### config.mk
export PLATFORM = sky130hd
export DESIGN_NAME = vga_timing_gen_flat
export DESIGN_NICKNAME = d
export VERILOG_FILES = /design/src/rtl/vga_timing_gen_if.sv /design/src/rtl/vga_timing_gen.sv /design/src/flat_wrapper.sv
export SDC_FILE = /design/constraint.sdc
export NUM_CORES = 1
export LEC_CHECK = 0
export BUFFER_PORTS_ARGS = -buffer_cell sky130_fd_sc_hd__buf_2
export CAP_MARGIN = 20
export CORE_MARGIN = 1
export CORE_UTILIZATION = 43
export CTS_CLUSTER_DIAMETER = 150
export DETAILED_ROUTE_END_ITERATION = 6
export GPL_ROUTABILITY_DRIVEN = 0
export PLACE_DENSITY = 0.77
export SYNTH_ARGS = -nofsm -noshare
export SYNTH_HDL_FRONTEND = slang
export SYNTH_SLANG_ARGS = --single-unit
### constraint.sdc
create_clock -name vga_clk -period 1.8 [get_ports vga_clk]
set_input_delay 0.09 -clock vga_clk [delete_from_list [all_inputs] [get_ports vga_clk]]
set_output_delay 0.09 -clock vga_clk [all_outputs]
set_load 0.01 [all_outputs]
### src/rtl/vga_timing_gen_if.sv
// vga_timing_gen_if: raster position, display enable and sync outputs shared with the renderers
interface vga_timing_gen_if;
   logic [9:0] DrawX;
   logic [9:0] DrawY;
   logic       blank;
   logic       hs;
   logic       vs;
   logic       line_start;
   logic       frame_start;
   logic [7:0] frame_count;
   modport master (output DrawX, DrawY, blank, hs, vs, line_start, frame_start, frame_count);
   modport slave  (input  DrawX, DrawY, blank, hs, vs, line_start, frame_start, frame_count);
endinterface

### src/rtl/vga_timing_gen.sv
// vga_timing_gen: free-running raster counters, display enable and delayed active-low syncs
module vga_timing_gen #(
   parameter int H_VISIBLE  = 640,
   parameter int H_FRONT    = 16,
   parameter int H_SYNC     = 96,
   parameter int H_BACK     = 48,
   parameter int V_VISIBLE  = 480,
   parameter int V_FRONT    = 10,
   parameter int V_SYNC     = 2,
   parameter int V_BACK     = 33,
   parameter int SYNC_DELAY = 1
) (
   input  logic             vga_clk,
   input  logic             reset_n,
   vga_timing_gen_if.master vif
);
   localparam int H_TOTAL = H_VISIBLE + H_FRONT + H_SYNC + H_BACK;
   localparam int V_TOTAL = V_VISIBLE + V_FRONT + V_SYNC + V_BACK;
   if (H_TOTAL > 1024 || V_TOTAL > 1024) begin : g_bad_total
      $error("vga_timing_gen: H_TOTAL=%0d V_TOTAL=%0d must not exceed 1024", H_TOTAL, V_TOTAL);
   end
   if (SYNC_DELAY < 0 || SYNC_DELAY > 4) begin : g_bad_delay
      $error("vga_timing_gen: SYNC_DELAY=%0d outside 0..4", SYNC_DELAY);
   end
   logic       run_q, run_d;
   logic [9:0] hc_q, hc_d, vc_q, vc_d;
   logic [7:0] fc_q, fc_d;
   logic       h_end, v_end, hs_raw, vs_raw;
   // run_q holds the counters at (0,0) through the first edge after reset release
   always_comb begin
      h_end  = hc_q == 10'(H_TOTAL - 1);
      v_end  = vc_q == 10'(V_TOTAL - 1);
      run_d  = 1'b1;
      hc_d   = !run_q ? hc_q : h_end ? '0 : hc_q + 10'd1;
      vc_d   = !(run_q && h_end) ? vc_q : v_end ? '0 : vc_q + 10'd1;
      fc_d   = run_q && h_end && v_end ? fc_q + 8'd1 : fc_q;
      hs_raw = !(int'(hc_q) >= H_VISIBLE + H_FRONT && int'(hc_q) < H_VISIBLE + H_FRONT + H_SYNC);
      vs_raw = !(int'(vc_q) >= V_VISIBLE + V_FRONT && int'(vc_q) < V_VISIBLE + V_FRONT + V_SYNC);
   end
   always_ff @(posedge vga_clk or negedge reset_n)
      if (!reset_n) begin
         run_q <= 1'b0;
         hc_q  <= '0;
         vc_q  <= '0;
         fc_q  <= '0;
      end else begin
         run_q <= run_d;
         hc_q  <= hc_d;
         vc_q  <= vc_d;
         fc_q  <= fc_d;
      end
   assign vif.DrawX       = hc_q;
   assign vif.DrawY       = vc_q;
   assign vif.frame_count = fc_q;
   assign vif.blank       = reset_n && int'(hc_q) < H_VISIBLE && int'(vc_q) < V_VISIBLE;
   assign vif.line_start  = reset_n && hc_q == '0;
   assign vif.frame_start = reset_n && hc_q == '0 && vc_q == '0;
   // syncs are delayed to line up with the renderers' registered RGB
   if (SYNC_DELAY == 0) begin : g_no_delay
      assign vif.hs = hs_raw;
      assign vif.vs = vs_raw;
   end else begin : g_delay
      logic [SYNC_DELAY-1:0] hs_q, hs_d, vs_q, vs_d;
      always_comb begin
         hs_d = SYNC_DELAY'({hs_q, hs_raw});
         vs_d = SYNC_DELAY'({vs_q, vs_raw});
      end
      always_ff @(posedge vga_clk or negedge reset_n)
         if (!reset_n) begin
            hs_q <= '1;
            vs_q <= '1;
         end else begin
            hs_q <= hs_d;
            vs_q <= vs_d;
         end
      assign vif.hs = hs_q[SYNC_DELAY-1];
      assign vif.vs = vs_q[SYNC_DELAY-1];
   end
endmodule

### src/flat_wrapper.sv
// flat-port wrapper written by rule: the top's interface ports become plain ports
module vga_timing_gen_flat 
#(
   parameter int H_VISIBLE  = 640,
   parameter int H_FRONT    = 16,
   parameter int H_SYNC     = 96,
   parameter int H_BACK     = 48,
   parameter int V_VISIBLE  = 480,
   parameter int V_FRONT    = 10,
   parameter int V_SYNC     = 2,
   parameter int V_BACK     = 33,
   parameter int SYNC_DELAY = 1
)
  (vga_clk, reset_n, vif_DrawX, vif_DrawY, vif_blank, vif_hs, vif_vs, vif_line_start, vif_frame_start, vif_frame_count);
  vga_timing_gen_if vif_i ();
  input  logic vga_clk;
  input  logic reset_n;
  output wire logic [$bits(vif_i.DrawX)-1:0] vif_DrawX;
  output wire logic [$bits(vif_i.DrawY)-1:0] vif_DrawY;
  output wire logic [$bits(vif_i.blank)-1:0] vif_blank;
  output wire logic [$bits(vif_i.hs)-1:0] vif_hs;
  output wire logic [$bits(vif_i.vs)-1:0] vif_vs;
  output wire logic [$bits(vif_i.line_start)-1:0] vif_line_start;
  output wire logic [$bits(vif_i.frame_start)-1:0] vif_frame_start;
  output wire logic [$bits(vif_i.frame_count)-1:0] vif_frame_count;
  assign vif_DrawX = vif_i.DrawX;
  assign vif_DrawY = vif_i.DrawY;
  assign vif_blank = vif_i.blank;
  assign vif_hs = vif_i.hs;
  assign vif_vs = vif_i.vs;
  assign vif_line_start = vif_i.line_start;
  assign vif_frame_start = vif_i.frame_start;
  assign vif_frame_count = vif_i.frame_count;
  vga_timing_gen #(.H_VISIBLE(H_VISIBLE), .H_FRONT(H_FRONT), .H_SYNC(H_SYNC), .H_BACK(H_BACK), .V_VISIBLE(V_VISIBLE), .V_FRONT(V_FRONT), .V_SYNC(V_SYNC), .V_BACK(V_BACK), .SYNC_DELAY(SYNC_DELAY)) u_core (.vga_clk(vga_clk), .reset_n(reset_n), .vif(vif_i));
endmodule
==> impl_metrics.json, run 1 <==
{
  "status": "finished clean",
  "ir_drop_uv": 443,
  "row_count": 21,
  "clkLatencyLatePin_ns": 0.28,
  "ys_top_cells_by_area": "dfrtp_1, xor2_1, nand3_1",
  "die_area_mm2": 0.00392,
  "grt_pass1_wl_um": 5980,
  "critPathLaunchType": "flip-flop",
  "cts.path.max_buffers": 2,
  "r2r_cells": 5,
  "slowest_delay_ns": 0.54,
  "grt_pass1_vias": 1268,
  "finalHoldViolations": 0,
  "fill_cells": 292,
  "synth_area_per_cell_um2": 10.3,
  "cts_tree": "built",
  "synth_top_cell_by_area": "dfrtp_1",
  "initial_utilization": 0.459,
  "drive_gt1_frac": 0.376,
  "synth-edff-count": 0,
  "skew_ns": 0.00269,
  "power.density_mw_per_mm2": 892,
  "drc": 0,
  "synth_area_mm2": 0.00158,
  "cts.sinks": 31,
  "fin_tns_setup_ns": 0,
  "num_vias": 1387,
  "cp.arrival_ns": 1.99,
  "diodes": 0,
  "drtAntennaViolNets": 0,
  "criticalPathCategory": "reg -> reg",
  "dp_hpwl_um": 2610,
  "antenna_found_initial": 0,
  "yosys_warnings": 0,
  "stdcell_area_mm2": 0.00212,
  "io_buffers": 34,
  "grt_max_degree": 32,
  "synth_ff_type": "dfrtp_1",
  "fmax_mhz": 561,
  "grtUsageTotal": 0.198,
  "synthCells": 153,
  "dr.first_iter.drc_count": 71,
  "clk_pin_slew_ns": 0.06,
  "slowest_stage": "or4_4",
  "syn2layout_area_growth_pct": 34.2,
  "rsz0062_at_grt": "yes",
  "setup_viol": 0,
  "wl_um": 3430,
  "period_share": 0.990,
  "slew_violations": 0,
  "ioPinCount": 35,
  "syn-num-nets": 160,
  "multi_input_area_um2": 778,
  "drv_cap": 0,
  "power.leakage_nw": 1.08,
  "crit_chain": "ha_1 -> nand4_4 -> or4_4 -> nor3_1 -> xor2_1",
  "ys_seq_area_frac": 0.492,
  "cp_max_fo": 6,
  "ys_types": 37,
  "crit_path_end_kind": "flip-flop",
  "synth_seq_cells": 31,
  "dpl_cell_area_mm2": 0.00198,
  "seqCellArea_um2": 781,
  "fin_crit_ns": 1.78,
  "dr.pass1.iters": 4,
  "core_area_mm2": 0.00344,
  "gr-total-overflow": 0,
  "async_flop_share": 1.00,
  "cts_made_buffers": 5,
  "cts_max_level": 2,
  "die_w_um": 62.6,
  "final_nets": 227,
  "cts-root-buf": "clkbuf_8",
  "crit_required_ns": 2.01,
  "hold_class": "in -> async",
  "via_per_inst": 5.19,
  "synth.top_cell.area_share": 0.459,
  "die_y_um": 62.6,
  "wl_per_cell_um": 12.8
}
==> through the flow <==
| step | std cells | hold WS [ns] | worst slack [ns] | power (W) | utilization |
|---|---|---|---|---|---|
| finish | 267 | 0.452 | 0.0179 | 0.00189 | 0.617 |
| global route | 267 | 0.478 | -0.0885 | 0.00200 | 0.617 |
| CTS | 267 | 0.457 | 0.00734 | 0.00191 | 0.615 |
| detailed placement | 256 | 0.214 | 0.0231 | 0.00129 | 0.575 |
| global placement | 256 | 0.220 | 0.0884 | 0.00128 | 0.575 |
| floorplan | 153 | -0.206 | 0.00762 | 0.00108 | - |
==> cell type report <==
| type | instances | area share |
|---|---|---|
| clock buffer | 8 | 0.0472 |
| multi-input combinational | 114 | 0.367 |
| inverter | 6 | 0.0106 |
| timing repair buffer | 62 | 0.180 |
| sequential | 31 | 0.368 |
| tap | 46 | 0.0271 |
==> layout by cell type, fill, tap and decap left out, types with 2 or more instances in the layout <==
cell type   n
nand2_1    13
a21oi_1     2
nand3_1    17
xor2_1     12
dfstp_2     2
buf_4      27
nor3_1      5
nor4_2      2
nor2_1      7
nor3_2      2
nand4_1     3
inv_1       6
o21ai_0    10
xnor2_1     7
ha_1        5
dfrtp_1    27
dfrtp_2     2
buf_2      34
and4b_1     2
nor4_1      4
and3_1      4
clkbuf_8    7
and4_1      2
==> power by group <==
group          switching, W  leakage [nW]  internal [W]
clock              0.000239        0.0515      0.000348
sequential        0.0000757         0.410      0.000759
combinational      0.000246         0.617      0.000226
total              0.000561          1.08       0.00133
==> kinds of logic after synthesis <==
| group | Yosys count | share of synthesized area |
|---|---|---|
| AO/OA/AOI/OAI | 15 | 0.0522 |
| other | 1 | 0.00237 |
| flip-flops | 31 | 0.492 |
| adder cells (fa/ha/maj) | 5 | 0.0396 |
| multiplexers | 2 | 0.0134 |
| buffers and inverters | 8 | 0.0245 |
| XOR/XNOR | 19 | 0.105 |
| AND/OR/NAND/NOR | 72 | 0.271 |
==> what timing repair did <==
| action | 4_1_cts | 5_1_grt |
|---|---|---|
| resized for setup | 4 | 1 |
| buffers inserted | 2 | 0 |
| hold endpoints to repair | 29 | 0 |
| hold buffers | 1 | 0 |
| setup endpoints to repair | 2 | 7 |
| pin swaps | 2 | 0 |
==> per-layer routing <==
metal	track usage	share of wire	wire length [um]	up-vias
met3	0.0493	0.043	149	6
met5	0	0	0	-
li1	-	-	-	684
met2	0.310	0.46	1590	32
met1	0.263	0.48	1630	665
met4	0.0785	0.014	49	0
==> final timing paths <==
check                      slack, ns                               endpoint                             startpoint
max reg2reg                     0.02  u_core.vif.frame_count[5]$_DFFE_PN0P_        u_core.vif.DrawX[0]$_DFFE_PN0P_
max in group asynchronous       1.03                u_core.vif.vs$_DFF_PN1_                                reset_n
min in group vga_clk            0.46  u_core.vif.frame_count[7]$_DFFE_PN0P_  u_core.vif.frame_count[7]$_DFFE_PN0P_
min reg2reg                     0.46  u_core.vif.frame_count[7]$_DFFE_PN0P_  u_core.vif.frame_count[7]$_DFFE_PN0P_
max                             0.02  u_core.vif.frame_count[5]$_DFFE_PN0P_        u_core.vif.DrawX[0]$_DFFE_PN0P_
min                             0.45        u_core.vif.DrawY[0]$_DFFE_PN0P_                                reset_n
==> flip-flops by register name (all words and copies together), names as in the netlist <==
register,count
u_core.vif.DrawY,10
u_core.vif.hs,1
u_core.vif.frame_count,8
u_core.vif.vs,1
u_core.run_q,1
u_core.vif.DrawX,10
==> critical path, delay by kind of cell, from the launching register on <==
kind          cells  cell delay [ns]
xor+xnor          1             0.15
simple gates      3             0.90
fa+ha+maj         1             0.26
flops             1             0.38
==> cell usage after synthesis, types with 2 or more instances <==
library cell,instances
nand2_1,13
and4b_1,2
nand4_1,3
and4_1,2
nor4_1,5
nor2_1,8
nor3_1,6
dfrtp_1,29
and3_1,4
o21ai_0,10
dfstp_2,2
xnor2_1,7
nand3_1,17
ha_1,5
a21oi_1,2
xor2_1,12
inv_1,6
No activity file was read; power rests on OpenSTA's default activity.
==> run 2, diff against run 1 <==
--- a/config.mk
+++ b/config.mk
@@ -5,14 +5,16 @@
 export SDC_FILE = /design/constraint.sdc
 export NUM_CORES = 1
 export LEC_CHECK = 0
+export ABC_AREA = 1
 export BUFFER_PORTS_ARGS = -buffer_cell sky130_fd_sc_hd__buf_2
 export CAP_MARGIN = 20
 export CORE_MARGIN = 1
 export CORE_UTILIZATION = 43
-export CTS_CLUSTER_DIAMETER = 150
+export CTS_CLUSTER_DIAMETER = 120
+export CTS_CLUSTER_SIZE = 30
 export DETAILED_ROUTE_END_ITERATION = 6
 export GPL_ROUTABILITY_DRIVEN = 0
-export PLACE_DENSITY = 0.77
+export PLACE_DENSITY = 0.76
 export SYNTH_ARGS = -nofsm -noshare
 export SYNTH_HDL_FRONTEND = slang
 export SYNTH_SLANG_ARGS = --single-unit
==> impl_metrics.json, run 2 <==
{
  "status": "finished clean",
  "fin_util": 0.541,
  "skew_ns": 0.00441,
  "hold_class": "in -> async",
  "r2r_end": "u_core.vif.frame_count[2]$_DFFE_PN0P_",
  "r2r_cells": 8,
  "num_vias": 1641,
  "via_per_inst": 4.99,
  "clk_pin_slew_ns": 0.07,
  "syn2layout_area_growth_pct": 20.4,
  "initial_utilization": 0.450,
  "row_count": 23,
  "synth_ff_type": "dfrtp_1",
  "synth_area_mm2": 0.00181,
  "netlist_top_cells_count": "nand2_1, dfrtp_1, inv_1",
  "drtAntennaViolNets": 0,
  "crit_path_end_kind": "primary output",
  "synth_top_cell_by_area": "dfrtp_1",
  "drive_gt1_frac": 0.240,
  "criticalPathCategory": "reg -> out",
  "layout_commonest_cell": "nand2_1",
  "rr_startpoint": "u_core.vif.DrawX[0]$_DFFE_PN0P_",
  "cts-root-buf": "clkbuf_8",
  "synth-edff-count": 0,
  "cp_max_fo": 5,
  "die_w_um": 66.9,
  "wl_um": 3720,
  "synth_seq_cells": 31,
  "synthCells": 234,
  "cts.path.max_buffers": 2,
  "cp.arrival_ns": 1.57,
  "grt_pass1_wl_um": 6270,
  "dr.pass1.iters": 4,
  "fin_tns_setup_ns": 0,
  "cts_tree": "built",
  "rrSetupSlack_ns": 0.21,
  "critPathLaunchType": "flip-flop",
  "synth_area_per_cell_um2": 7.74,
  "grt_max_degree": 21,
  "power.leakage_nw": 1.13,
  "cts.sinks": 31,
  "period_share": 0.923,
  "ioPinCount": 35,
  "crit_required_ns": 1.71,
  "dr.first_iter.drc_count": 102,
  "ys_types": 29,
  "ys_top_cells_by_area": "dfrtp_1, nand2_1, inv_1",
  "fin_crit_ns": 1.66,
  "drv_cap": 0,
  "syn-num-nets": 241,
  "diodes": 0,
  "grt_pass1_vias": 1404,
  "clkLatencyLatePin_ns": 0.29,
  "power.density_mw_per_mm2": 812,
  "drc": 0,
  "yosysMostFrequentCell": "nand2_1",
  "io_buffers": 34,
  "rsz0062_at_grt": "no",
  "synth.top_cell.area_share": 0.401,
  "setup_viol": 0,
  "layout_common_cells": "nand2_1, buf_2, dfrtp_1",
  "cts_max_level": 2,
  "wl_per_cell_um": 11.3,
  "final_nets": 285,
  "ys_seq_area_frac": 0.430,
  "antenna_found_initial": 0,
  "core_area_mm2": 0.00403,
  "die_area_mm2": 0.00448,
  "total_power_w": 0.00177,
  "fmax_mhz": 602,
  "cts_made_buffers": 5,
  "die_y_um": 66.9,
  "dp_hpwl_um": 2730,
  "ir_drop_uv": 538,
  "grtUsageTotal": 0.191,
  "whs_ns": 0.320,
  "gr-total-overflow": 0,
  "async_flop_share": 1.00,
  "fill_cells": 400,
  "finalHoldViolations": 0,
  "yosys_warnings": 0,
  "slew_violations": 0
}
## run 2: worst max-delay path, stage by stage (launching register included)
cell and delay, ns:
dfrtp_1 0.42, inv_1 0.10, ha_1 0.15, inv_1 0.05, nor2_2 0.13, nand3_1 0.13, nor3_2 0.16, buf_2 0.15
## run 2: cells by family after synthesis
group / after synthesis / synth area share
other: 1 / 0.00207
DFF: 31 / 0.430
xor gates and xnor gates: 10 / 0.0483
AOI/OAI and AO/OA: 16 / 0.0442
adders and majority gates: 5 / 0.0345
buffers and inverters: 35 / 0.0815
and+or+nand+nor: 136 / 0.360
## run 2: area by class of cell
| type | count | area (um2) | area share |
|---|---|---|---|
| inverter | 31 | 121 | 0.0557 |
| clock buffer | 8 | 100 | 0.0459 |
| multi-input combinational | 168 | 893 | 0.410 |
| timing repair buffer | 41 | 225 | 0.103 |
| tap | 50 | 62.6 | 0.0287 |
| sequential | 31 | 778 | 0.357 |
## run 2: metrics by stage
stage	setup slack, ns	instance area (um2)	std cells
global route	0.00563	2180	329
CTS	0.0157	2140	325
global placement	0.193	2030	316
finish	0.139	2180	329
detailed placement	0.144	2030	316
floorplan	0.342	1810	234
## run 2: how the worst max path moves through the flow
stage | from | cells after the start | end | slack, ns
after global placement | u_core.vif.DrawX[0]$_DFFE_PN0P_ | 8 | u_core.vif.frame_count[2]$_DFFE_PN0P_ | 0.19
after CTS | u_core.vif.DrawY[1]$_DFFE_PN0P_ | 7 | vif_frame_start | 0.02
final | u_core.vif.DrawY[0]$_DFFE_PN0P_ | 7 | vif_frame_start | 0.14
after detailed placement | u_core.vif.DrawX[0]$_DFFE_PN0P_ | 8 | u_core.vif.frame_count[2]$_DFFE_PN0P_ | 0.14
after floorplan | u_core.vif.DrawY[0]$_DFFE_PN0P_ | 7 | u_core.vif.frame_count[3]$_DFFE_PN0P_ | 0.34
after global routing | u_core.vif.DrawY[0]$_DFFE_PN0P_ | 7 | vif_frame_start | 0.006
## run 2: metal layers
layer | part of all wire | up-vias | routed length, um | track usage
met1 | 0.47 | 770 | 1740 | 0.257
met2 | 0.47 | 36 | 1740 | 0.274
met5 | 0 | - | 0 | 0
li1 | - | 827 | - | -
met3 | 0.040 | 8 | 150 | 0.0462
met4 | 0.024 | 0 | 89 | 0.114
## run 2: power by group
part,switching (W),total [W],leakage [nW],internal (W)
registers,0.0000797,0.000837,0.412,0.000757
logic,0.000196,0.000319,0.669,0.000123
clock network,0.000266,0.000615,0.0515,0.000349
total,0.000542,0.00177,1.13,0.00123
## run 2: timing repair
action                                 in CTS  in global routing
gates resized for setup                     0                  3
buffers inserted                            0                  4
endpoints found under the hold margin      29                  0
hold buffers                                1                  0
setup endpoints to repair                   0                  5
